<file path="src/rtl/mrd_stage_ctrl_if.sv">
// rtl/mrd_stage_ctrl_if.sv - packet config, engine pulses and stage outputs of the stage sequencer
interface mrd_stage_ctrl_if #(
  parameter int W_PTS = 12
);
  logic             start;
  logic [W_PTS-1:0] dftpts;
  logic [2:0]       num_factors;
  logic [17:0]      nf;
  logic             rd_end;
  logic             wr_end;
  logic             source_end;
  logic             busy;
  logic             stage_go;
  logic [2:0]       cnt_stage;
  logic [2:0]       stage_nf;
  logic [W_PTS-1:0] twdl_demontr;
  logic             last_stage;
  logic             source_go;
  logic             done;
  logic             err_cfg;
  logic             err_timeout;

  modport master (
    output start, dftpts, num_factors, nf, rd_end, wr_end, source_end,
    input  busy, stage_go, cnt_stage, stage_nf, twdl_demontr, last_stage,
           source_go, done, err_cfg, err_timeout
  );

  modport slave (
    input  start, dftpts, num_factors, nf, rd_end, wr_end, source_end,
    output busy, stage_go, cnt_stage, stage_nf, twdl_demontr, last_stage,
           source_go, done, err_cfg, err_timeout
  );
endinterface

</file>
<file path="src/rtl/mrd_stage_ctrl.sv">
// rtl/mrd_stage_ctrl.sv - per-packet factor validation and RD/WR/SOURCE stage sequencer with watchdog
module mrd_stage_ctrl #(
  parameter logic [15:0] TIMEOUT_CYC = 16'd8191,
  parameter int          W_PTS       = 12
) (
  input logic             clk,
  input logic             rst_n,
  mrd_stage_ctrl_if.slave bus
);
  localparam int PW = W_PTS + 3;

  typedef enum logic [2:0] {
    S_IDLE, S_CFG, S_CHECK, S_RD, S_WAIT_WR, S_SOURCE
  } state_t;

  state_t           state;
  logic [W_PTS-1:0] dftpts_q;
  logic [2:0]       nfac_q;
  logic [17:0]      nf_q;
  logic [PW-1:0]    prod;
  logic [2:0]       idx;
  logic             wr_pend;
  logic [15:0]      wd;
  logic             stage_go_q;
  logic             source_go_q;
  logic             done_q;
  logic [2:0]       cnt_stage_q;
  logic [2:0]       stage_nf_q;
  logic [W_PTS-1:0] twdl_q;
  logic             last_q;
  logic             err_cfg_q;
  logic             err_to_q;

  logic [2:0]       cfg_f;
  logic [PW-1:0]    prod_mul;
  logic [2:0]       next_idx;
  logic [2:0]       next_f;
  logic [W_PTS-1:0] tw_mul;
  logic             cfg_bad;
  logic [15:0]      wd_inc;
  logic             wd_hit;

  function automatic logic [2:0] factor_at(input logic [17:0] v, input logic [2:0] i);
    case (i)
      3'd0:    return v[2:0];
      3'd1:    return v[5:3];
      3'd2:    return v[8:6];
      3'd3:    return v[11:9];
      3'd4:    return v[14:12];
      3'd5:    return v[17:15];
      default: return 3'd0;
    endcase
  endfunction

  // prod carries 3 spare bits so a single oversize multiply is still visible
  always_comb begin
    cfg_f    = factor_at(nf_q, idx);
    prod_mul = prod * PW'(cfg_f);
    next_idx = cnt_stage_q + 3'd1;
    next_f   = factor_at(nf_q, next_idx);
    tw_mul   = twdl_q * W_PTS'(next_f);
    cfg_bad  = (cfg_f < 3'd2) || (cfg_f > 3'd5) ||
               (prod_mul[PW-1:W_PTS] != '0) ||
               ((idx == 3'd0) && ((nfac_q == 3'd0) || (nfac_q > 3'd6)));
    wd_inc   = wd + 16'd1;
    wd_hit   = (wd_inc == TIMEOUT_CYC);
  end

  always_ff @(posedge clk or negedge rst_n) begin
    if (!rst_n) begin
      state       <= S_IDLE;
      dftpts_q    <= '0;
      nfac_q      <= '0;
      nf_q        <= '0;
      prod        <= '0;
      idx         <= '0;
      wr_pend     <= 1'b0;
      wd          <= '0;
      stage_go_q  <= 1'b0;
      source_go_q <= 1'b0;
      done_q      <= 1'b0;
      cnt_stage_q <= '0;
      stage_nf_q  <= '0;
      twdl_q      <= '0;
      last_q      <= 1'b0;
      err_cfg_q   <= 1'b0;
      err_to_q    <= 1'b0;
    end else begin
      stage_go_q  <= 1'b0;
      source_go_q <= 1'b0;
      done_q      <= 1'b0;
      case (state)
        S_IDLE: begin
          if (bus.start) begin
            dftpts_q    <= bus.dftpts;
            nfac_q      <= bus.num_factors;
            nf_q        <= bus.nf;
            prod        <= PW'(1);
            idx         <= '0;
            wr_pend     <= 1'b0;
            wd          <= '0;
            cnt_stage_q <= '0;
            stage_nf_q  <= '0;
            twdl_q      <= '0;
            last_q      <= 1'b0;
            err_cfg_q   <= 1'b0;
            err_to_q    <= 1'b0;
            state       <= S_CFG;
          end
        end
        S_CFG: begin
          if (cfg_bad) begin
            err_cfg_q <= 1'b1;
            state     <= S_IDLE;
          end else begin
            prod <= prod_mul;
            idx  <= idx + 3'd1;
            if (idx == nfac_q - 3'd1) state <= S_CHECK;
          end
        end
        S_CHECK: begin
          if (prod != PW'(dftpts_q)) begin
            err_cfg_q <= 1'b1;
            state     <= S_IDLE;
          end else begin
            cnt_stage_q <= '0;
            stage_nf_q  <= nf_q[2:0];
            twdl_q      <= W_PTS'(nf_q[2:0]);
            last_q      <= (nfac_q == 3'd1);
            stage_go_q  <= 1'b1;
            wd          <= '0;
            state       <= S_RD;
          end
        end
        S_RD: begin
          // a write engine finishing early is remembered so WAIT_WR can move on at once
          if (bus.wr_end) wr_pend <= 1'b1;
          if (bus.rd_end) begin
            wd    <= '0;
            state <= S_WAIT_WR;
          end else if (wd_hit) begin
            err_to_q <= 1'b1;
            state    <= S_IDLE;
          end else begin
            wd <= wd_inc;
          end
        end
        S_WAIT_WR: begin
          if (bus.wr_end || wr_pend) begin
            wr_pend <= 1'b0;
            wd      <= '0;
            if (last_q) begin
              source_go_q <= 1'b1;
              state       <= S_SOURCE;
            end else begin
              cnt_stage_q <= next_idx;
              stage_nf_q  <= next_f;
              twdl_q      <= tw_mul;
              last_q      <= (next_idx == nfac_q - 3'd1);
              stage_go_q  <= 1'b1;
              state       <= S_RD;
            end
          end else if (wd_hit) begin
            err_to_q <= 1'b1;
            state    <= S_IDLE;
          end else begin
            wd <= wd_inc;
          end
        end
        S_SOURCE: begin
          if (bus.source_end) begin
            done_q <= 1'b1;
            state  <= S_IDLE;
          end else if (wd_hit) begin
            err_to_q <= 1'b1;
            state    <= S_IDLE;
          end else begin
            wd <= wd_inc;
          end
        end
        default: state <= S_IDLE;
      endcase
    end
  end

  assign bus.busy         = (state != S_IDLE);
  assign bus.stage_go     = stage_go_q;
  assign bus.cnt_stage    = cnt_stage_q;
  assign bus.stage_nf     = stage_nf_q;
  assign bus.twdl_demontr = twdl_q;
  assign bus.last_stage   = last_q;
  assign bus.source_go    = source_go_q;
  assign bus.done         = done_q;
  assign bus.err_cfg      = err_cfg_q;
  assign bus.err_timeout  = err_to_q;
endmodule
</file>
<file path="src/flat_wrapper.sv">
// flat-port wrapper written by rule: the top's interface ports become plain ports
module mrd_stage_ctrl_flat 
#(
  parameter logic [15:0] TIMEOUT_CYC = 16'd8191,
  parameter int          W_PTS       = 12
)
  (clk, rst_n, bus_start, bus_dftpts, bus_num_factors, bus_nf, bus_rd_end, bus_wr_end, bus_source_end, bus_busy, bus_stage_go, bus_cnt_stage, bus_stage_nf, bus_twdl_demontr, bus_last_stage, bus_source_go, bus_done, bus_err_cfg, bus_err_timeout);
  mrd_stage_ctrl_if #(.W_PTS(W_PTS)) bus_i ();
  input logic clk;
  input logic rst_n;
  input wire logic [$bits(bus_i.start)-1:0] bus_start;
  input wire logic [$bits(bus_i.dftpts)-1:0] bus_dftpts;
  input wire logic [$bits(bus_i.num_factors)-1:0] bus_num_factors;
  input wire logic [$bits(bus_i.nf)-1:0] bus_nf;
  input wire logic [$bits(bus_i.rd_end)-1:0] bus_rd_end;
  input wire logic [$bits(bus_i.wr_end)-1:0] bus_wr_end;
  input wire logic [$bits(bus_i.source_end)-1:0] bus_source_end;
  output wire logic [$bits(bus_i.busy)-1:0] bus_busy;
  output wire logic [$bits(bus_i.stage_go)-1:0] bus_stage_go;
  output wire logic [$bits(bus_i.cnt_stage)-1:0] bus_cnt_stage;
  output wire logic [$bits(bus_i.stage_nf)-1:0] bus_stage_nf;
  output wire logic [$bits(bus_i.twdl_demontr)-1:0] bus_twdl_demontr;
  output wire logic [$bits(bus_i.last_stage)-1:0] bus_last_stage;
  output wire logic [$bits(bus_i.source_go)-1:0] bus_source_go;
  output wire logic [$bits(bus_i.done)-1:0] bus_done;
  output wire logic [$bits(bus_i.err_cfg)-1:0] bus_err_cfg;
  output wire logic [$bits(bus_i.err_timeout)-1:0] bus_err_timeout;
  assign bus_i.start = bus_start;
  assign bus_i.dftpts = bus_dftpts;
  assign bus_i.num_factors = bus_num_factors;
  assign bus_i.nf = bus_nf;
  assign bus_i.rd_end = bus_rd_end;
  assign bus_i.wr_end = bus_wr_end;
  assign bus_i.source_end = bus_source_end;
  assign bus_busy = bus_i.busy;
  assign bus_stage_go = bus_i.stage_go;
  assign bus_cnt_stage = bus_i.cnt_stage;
  assign bus_stage_nf = bus_i.stage_nf;
  assign bus_twdl_demontr = bus_i.twdl_demontr;
  assign bus_last_stage = bus_i.last_stage;
  assign bus_source_go = bus_i.source_go;
  assign bus_done = bus_i.done;
  assign bus_err_cfg = bus_i.err_cfg;
  assign bus_err_timeout = bus_i.err_timeout;
  mrd_stage_ctrl #(.TIMEOUT_CYC(TIMEOUT_CYC), .W_PTS(W_PTS)) u_core (.clk(clk), .rst_n(rst_n), .bus(bus_i));
endmodule
</file>
<file path="config.mk">
export PLATFORM = sky130hd
export DESIGN_NAME = mrd_stage_ctrl_flat
export DESIGN_NICKNAME = d
export VERILOG_FILES = /design/src/rtl/mrd_stage_ctrl_if.sv /design/src/rtl/mrd_stage_ctrl.sv /design/src/flat_wrapper.sv
export SDC_FILE = /design/constraint.sdc
export NUM_CORES = 1
export LEC_CHECK = 0
export ABC_AREA = 1
export CORE_UTILIZATION = 45
export CTS_CLUSTER_DIAMETER = 100
export DETAILED_ROUTE_END_ITERATION = 12
export PLACE_DENSITY_LB_ADDON = 0.08
export SYNTH_ARGS = -nofsm -noshare
export SYNTH_HDL_FRONTEND = slang
export SYNTH_SLANG_ARGS = --single-unit
</file>
<file path="constraint.sdc">
create_clock -name clk -period 5.71 [get_ports clk]
set_clock_uncertainty 0.05 [all_clocks]
set_input_delay 1.713 -clock clk [delete_from_list [all_inputs] [get_ports clk]]
set_output_delay 1.713 -clock clk [all_outputs]
set_load 0.02 [all_outputs]
</file>
* After elaboration in Yosys (flattened, before gate mapping)
Index checks and enable logic that the tools add are counted.
Word-level totals: memory bits (writable) 0, bits in read-only memories 0, logic and storage cells 148, flip-flop bits (word level) 95, memories 0, bits in latches 0
Operators by class: equal/unequal tests 32, multiply operators 2, div/mod/pow operators 0, shift-type cells 0, bitwise operators 0, muxes and demuxes 63, reduce and logical (&&, ||, !) cells 27, add/sub/neg operators 4, order comparisons 3
Operator list (number):
- $mux W16 | 6
- $pmux W16 S5 | 1
- $pmux W3 S6 | 3
- $mux W12 | 4
- $mux W3 | 16
- $pmux W12 S3 | 1
- $mux W15 | 2
- $pmux W15 S2 | 1
- $mux W1 | 20
- $eq A3 B2 Y1 const B | 6
- $eq A3 B3 Y1 const B | 6
- $pmux W3 S3 | 2
- $add A16 B1 Y16 const B | 1
- $eq A16 B13 Y1 const B | 1
- $ne A2 B2 Y1 const B | 8
- $reduce_and A4 Y1 | 4
- $mul A15 B3 Y15 | 1
- $ne A15 B12 Y1 | 1
- $reduce_bool A3 Y1 | 5
- $eq A3 B1 Y1 const B | 4
- $logic_not A3 Y1 | 4
- $mul A12 B3 Y12 | 1
- $reduce_and A5 Y1 | 2
- $pmux W1 S3 | 3
- 18 further kinds | 28

* Longest topological paths before layout
depth after elaboration 8, mapped depth 31

* Worst setup path before layout
No wires, ideal clock.
path kind reg2reg, start register u_core.idx[0], end register u_core.idx[0], period minus slack after synthesis 3.926 ns, buffers on the path 2, data arrival time 3.760 ns, required time 5.543 ns, stages on the path, launching flop included 28, setup time 0.117 ns, path slack 1.784 ns, cell sequence dfrtp_1 > inv_1 > ha_1 > inv_1 > nor2_2 > nand2_1 > nand2_1 > inv_1 > nand2_1 > nand2_1 > inv_2 > clkbuf_1 > nand2_1 > fa_1 > inv_1 > ha_1 > fa_1 > nand3_1 > nand2_1 > nand3_1 > nand3_1 > inv_1 > nand3_1 > nand3_2 > nand2_4 > buf_4 > nand3_1 > nand2_1
Between the ends: cells in the longest elaborated chain, start to end 8
Ends and longest elaborated chain:
- start, declared | RTL line mrd_stage_ctrl.sv:21 | logic [2:0] idx;
- start signal, assigned | RTL line mrd_stage_ctrl.sv:117 | idx <= idx + 3'd1;
- $eq A3 B3 Y1, or another cell as far along | RTL line mrd_stage_ctrl.sv:44 | case (i)
- $pmux W3 S6 | RTL line mrd_stage_ctrl.sv:44
- $mul A15 B3 Y15, or another cell as far along | RTL line mrd_stage_ctrl.sv:58 | prod_mul = prod * PW'(cfg_f);
- $reduce_bool A3 Y1 or $logic_or A1 B1 Y1 (tied branches) | RTL line mrd_stage_ctrl.sv:63, mrd_stage_ctrl.sv:62
- $logic_or A1 B1 Y1 | RTL line mrd_stage_ctrl.sv:62 | cfg_bad = (cfg_f < 3'd2) || (cfg_f > 3'd5) ||
- $logic_or A1 B1 Y1 | RTL line mrd_stage_ctrl.sv:63 | (prod_mul[PW-1:W_PTS] != '0) ||
- $ne A2 B2 Y1 (no source line)
- $reduce_and A3 Y1 (no source line)
Several ways; a longest one is shown, not always the timed one. The select of a mux whose other input is x is not followed. A chain may end at the register's enable or synchronous reset.

* Worst setup path in the final report
start register u_core.idx[2], end register u_core.prod[7]
Between the ends: cells in the longest elaborated chain, start to end 8
Ends and longest elaborated chain:
- $eq A3 B3 Y1, or another cell as far along | RTL line mrd_stage_ctrl.sv:44
- $pmux W3 S6 | RTL line mrd_stage_ctrl.sv:44
- $mul A15 B3 Y15, or another cell as far along | RTL line mrd_stage_ctrl.sv:58
- $reduce_bool A3 Y1 or $logic_or A1 B1 Y1 (tied branches) | RTL line mrd_stage_ctrl.sv:63, mrd_stage_ctrl.sv:62
- $logic_or A1 B1 Y1 | RTL line mrd_stage_ctrl.sv:62
- $logic_or A1 B1 Y1 | RTL line mrd_stage_ctrl.sv:63
- $ne A2 B2 Y1 (no source line)
- $reduce_and A3 Y1 (no source line)
- end signal, assigned | RTL line mrd_stage_ctrl.sv:116 | prod <= prod_mul;
- end, declared | RTL line mrd_stage_ctrl.sv:20 | logic [PW-1:0] prod;
Several ways; a longest one is shown, not always the timed one. The select of a mux whose other input is x is not followed.

==> qor.csv <==
stage,metric,value,unit
global_routing,grt_overflow_total,0,
run_status,status,finished clean,
sta,setup-tns-final,0,ps
detailed_routing,dr_wl_met3,486,um
setup_path,crit_start,u_core.idx[2]$_DFFE_PN0P_,
clocking,cts_hold_buffers,0,
yosys,syn_area,7310,um2
yosys,synth_mux_area_frac,0,
yosys,synth_ff_type,dfrtp_1,
global_routing,grt_usage,0.235,
place,dp.final_hpwl,13700,um
setup_path,path_class,reg -> reg,
setup_path,max_stage_delay,560,ps
sta,slew_headroom,0.446,
place,io_buffers,63,
sta,finalCriticalPeriod,4500,ps
die,io_pins,64,
detailed_routing,drtIter0Drc,361,
final_layout,nNetsFinal,1192,
yosys,ys_ff_latch,95,
yosys,synthCells,1035,
detailed_routing,drtAntennaViolNets,0,
setup_path,rrSetupSlack,1210,ps
detailed_routing,routedWlPerCell,13.8,um
yosys,yosysWarnings,0,
pwr,p_per_area,401,nW/um2
yosys,synthTopCellsByArea,"dfrtp_1 (33%), nand2_1 (18%), ha_1 (6.7%), inv_1 (6.5%), fa_1 (6.3%)",
clocking,clk_latency,360,ps
yosys,synth-compound-area-share,0.0828,
yosys,yosys.area_share.simple,0.342,
yosys,postSynthNetCount,1136,
clocking,postCtsResizedCells,0,
clocking,cts-root-buf,clkbuf_16,
global_routing,grt_max_degree,60,
yosys,synth-edff-count,0,
setup_path,cp_cell_sequence,inv_2 -> ha_1 -> nand2_1 -> nand2_1 -> nor2_1 -> nand2_1 -> nand2_1 -> inv_1 -> nand2_1 -> fa_1 -> inv_1 -> ha_1 -> fa_1 -> nand3_1 -> nand2_1 -> nand3_1 -> nand3_1 -> inv_1 -> nand3_1 -> nand3_2 -> nand2_4 -> nand2_4 -> nand2_1 -> nand2_1,
pwr,ir_worst_vdd,0.000193,V
sta,slew_viol_final,0,
setup_path,cpMaxStageDelayCell,fa_1,
yosys,avgSynthCellArea,7.06,um2
pwr,power,3390,uW
yosys,ys_seq_area_frac,0.325,
yosys,synth_top_family_by_area,simple AND/OR/NAND/NOR gates,
sta,fin_crit_sh,0.788,
place,dpl.cell_count,1296,
detailed_routing,routed.top_layer,met4,
die,fp.dieW,129,um
setup_path,worstSetupEndpointType,flip-flop,
detailed_routing,drtPass1Iterations,5,
sta,timing.fmax,222,MHz
yosys,netlist.area_leader.share,0.325,
clocking,cts_setup_buffers,0,
detailed_routing,drc,0,
setup_path,cp_common_cell,nand2_1,
detailed_routing,vias,6633,
hold_path,hp-start,u_core.dftpts_q[7]$_DFFE_PN0P_,
global_routing,grt_pass1_vias,6176,
die,start_util,0.460,
yosys,synthArstFlopShare,1.00,
clocking,htree_levels,3,
clocking,cts.sinks,95,
setup_path,cp.arrival,4740,ps
sta,finalSetupViolCount,0,
clocking,clk_pin_slew,70,ps
yosys,synth_adder_area_share,0.130,
detailed_routing,viasPerCell,5.06,
hold_path,hp-class,reg -> reg,
final_layout,instances_no_fill,1312,
detailed_routing,finalWirelength,18200,um
yosys,synth-xor-area-share,0.0311,
clocking,cts_max_path_buffers,2,
run,cap_violations,0,
final_layout,syn2layout_area_growth,15.5,%
detailed_routing,wl_met1,8930,um
setup_path,timing.rr.start,u_core.idx[2]$_DFFE_PN0P_,
sta,finalHoldViolCount,0,
sta,hold_ws,440,ps
clocking,numCtsBuffers,9,
final_layout,diodes,0,
final_layout,nFillCells,1607,
yosys,ys_types,50,
final_layout,drive_above_1_share,0.0602,
clocking,cts_tree,done,
setup_path,crit_fanout,19,
setup_path,start_kind,flip-flop,
sta,worstMarginPinSlew,829,ps
die,num_rows,46,
global_routing,antenna_found_initial,0,
die,die-area,16800,um2
place,routabilityCongestion,0.886,
die,die_y,129,um
global_routing,grt_first_pass_wirelength,30500,um
sta,rsz0062_at_grt,false,
die,fp.coreArea,15900,um2
yosys,yosys.area.top_type,dfrtp_1,
pwr,leakage,0.00433,uW
detailed_routing,route.met2.wl,8580,um
setup_path,worstPathRequired,5950,ps
[power by group]
part / internal [uW] / leakage (uW) / switching, uW
clock: 391 / 0.000162 / 290
combinational: 506 / 0.00292 / 1090
sequential: 878 / 0.00125 / 239
[final cells by class]
type / instances / area [um2] / area share
clock buffers: 9 / 225 / 0.0267
clock inverters: 7 / 103 / 0.0121
inverters: 143 / 537 / 0.0635
multi-input cells: 776 / 4280 / 0.507
flip-flops and latches: 95 / 2380 / 0.281
well taps: 216 / 270 / 0.0320
repair buffers: 66 / 651 / 0.0770
[metrics by stage]
step                      setup slack, ps   util  instance area (um2)
after global placement               1290  0.511                 8120
after floorplan                      1780      -                 7310
final                                1210  0.532                 8450
after CTS                            1250  0.532                 8450
after global routing                  789  0.532                 8450
after detailed placement             1250  0.511                 8120
[cell usage after synthesis (2+ instances only)]
cell and count:
a31oi_1 2, ha_1 39, nand2b_1 2, nor3b_1 2
buf_4 3, xor2_1 18, fa_1 23, a21oi_1 29
a21o_1 3, nand2_1 348, inv_2 15, nor4_1 2
inv_1 127, nor2_2 4, buf_2 3, nor2_4 5
xnor2_1 8, o21ai_1 5, nor3_1 11, nor2_1 98
clkbuf_1 12, o211ai_1 4, nand4_1 11, buf_6 3
nand3_1 84, nand3b_1 2, o21bai_1 3, o221ai_1 3
nand2_4 2, o21ai_2 2, nand2_2 5, or2_2 4
o21ai_0 36, nor3_2 2, a21boi_0 4, o22ai_1 3
dfrtp_1 95
[cell usage in the layout, fill, tap and decap left out, types with 3 or more instances in the layout]
cell             synthesis  routed
a21o_1                   3       3
inv_1                  127     127
clkdlybuf4s50_1          0      62
o21bai_1                 3       3
nor2_2                   4       5
clkbuf_16                0       9
fa_1                    23      23
o22ai_1                  3       3
nand3_1                 84      84
nand4_1                 11      11
nor2_4                   5       5
inv_2                   15      15
ha_1                    39      39
xnor2_1                  8       8
nor3_1                  11      11
nand2_1                348     348
buf_4                    3       4
or2_2                    4       4
o211ai_1                 4       4
nor2_1                  98      97
o21ai_1                  5       5
nand2_2                  5       5
o21ai_0                 36      36
dfrtp_1                 95      95
o221ai_1                 3       3
xor2_1                  18      18
a21oi_1                 29      29
a21boi_0                 4       4
[worst max-delay path, delay by kind of cell (launching register included)]
kind                       cells  cell delay (ps)
DFF                            1              510
adders and majority gates      4             1450
and+or+nand+nor               16             1730
buffers and inverters          4              670
[final timing paths]
path / depth (start not counted) / end
worst min-delay path: 2 / u_core.dftpts_q[7]$_DFFE_PN0P_
worst max-delay path: 24 / u_core.prod[7]$_DFFE_PN0P_
max in group asynchronous: 2 / u_core.bus.source_go$_DFF_PN0_
min in group asynchronous: 1 / u_core.wd[4]$_DFFE_PN0P_
worst min register to register: 2 / u_core.dftpts_q[7]$_DFFE_PN0P_
worst max register to register: 24 / u_core.prod[7]$_DFFE_PN0P_
[sequential cells by signal, summed over array words and instances, names as in the netlist, 3 cells and up]
register                 flops
u_core.nf_q                 18
u_core.idx                   3
u_core.dftpts_q             12
u_core.state                 3
u_core.prod                 15
u_core.bus.stage_nf          3
u_core.wd                   16
u_core.nfac_q                3
u_core.bus.cnt_stage         3
u_core.bus.twdl_demontr     12
[cell families after synthesis]
group                    Yosys count
flip-flops                        95
AO/OA/AOI/OAI                    102
XOR/XNOR                          26
AND/OR/NAND/NOR                  586
adder cells (fa/ha/maj)           62
buffers and inverters            164
[per-layer routing]
layer | track usage | up-vias
li1 | - | 3374
met1 | 0.326 | 3138
met2 | 0.387 | 110
met3 | 0.0293 | 11
met4 | 0.0622 | 0
met5 | 0 | -
No activity file was read; power rests on OpenSTA's default activity.
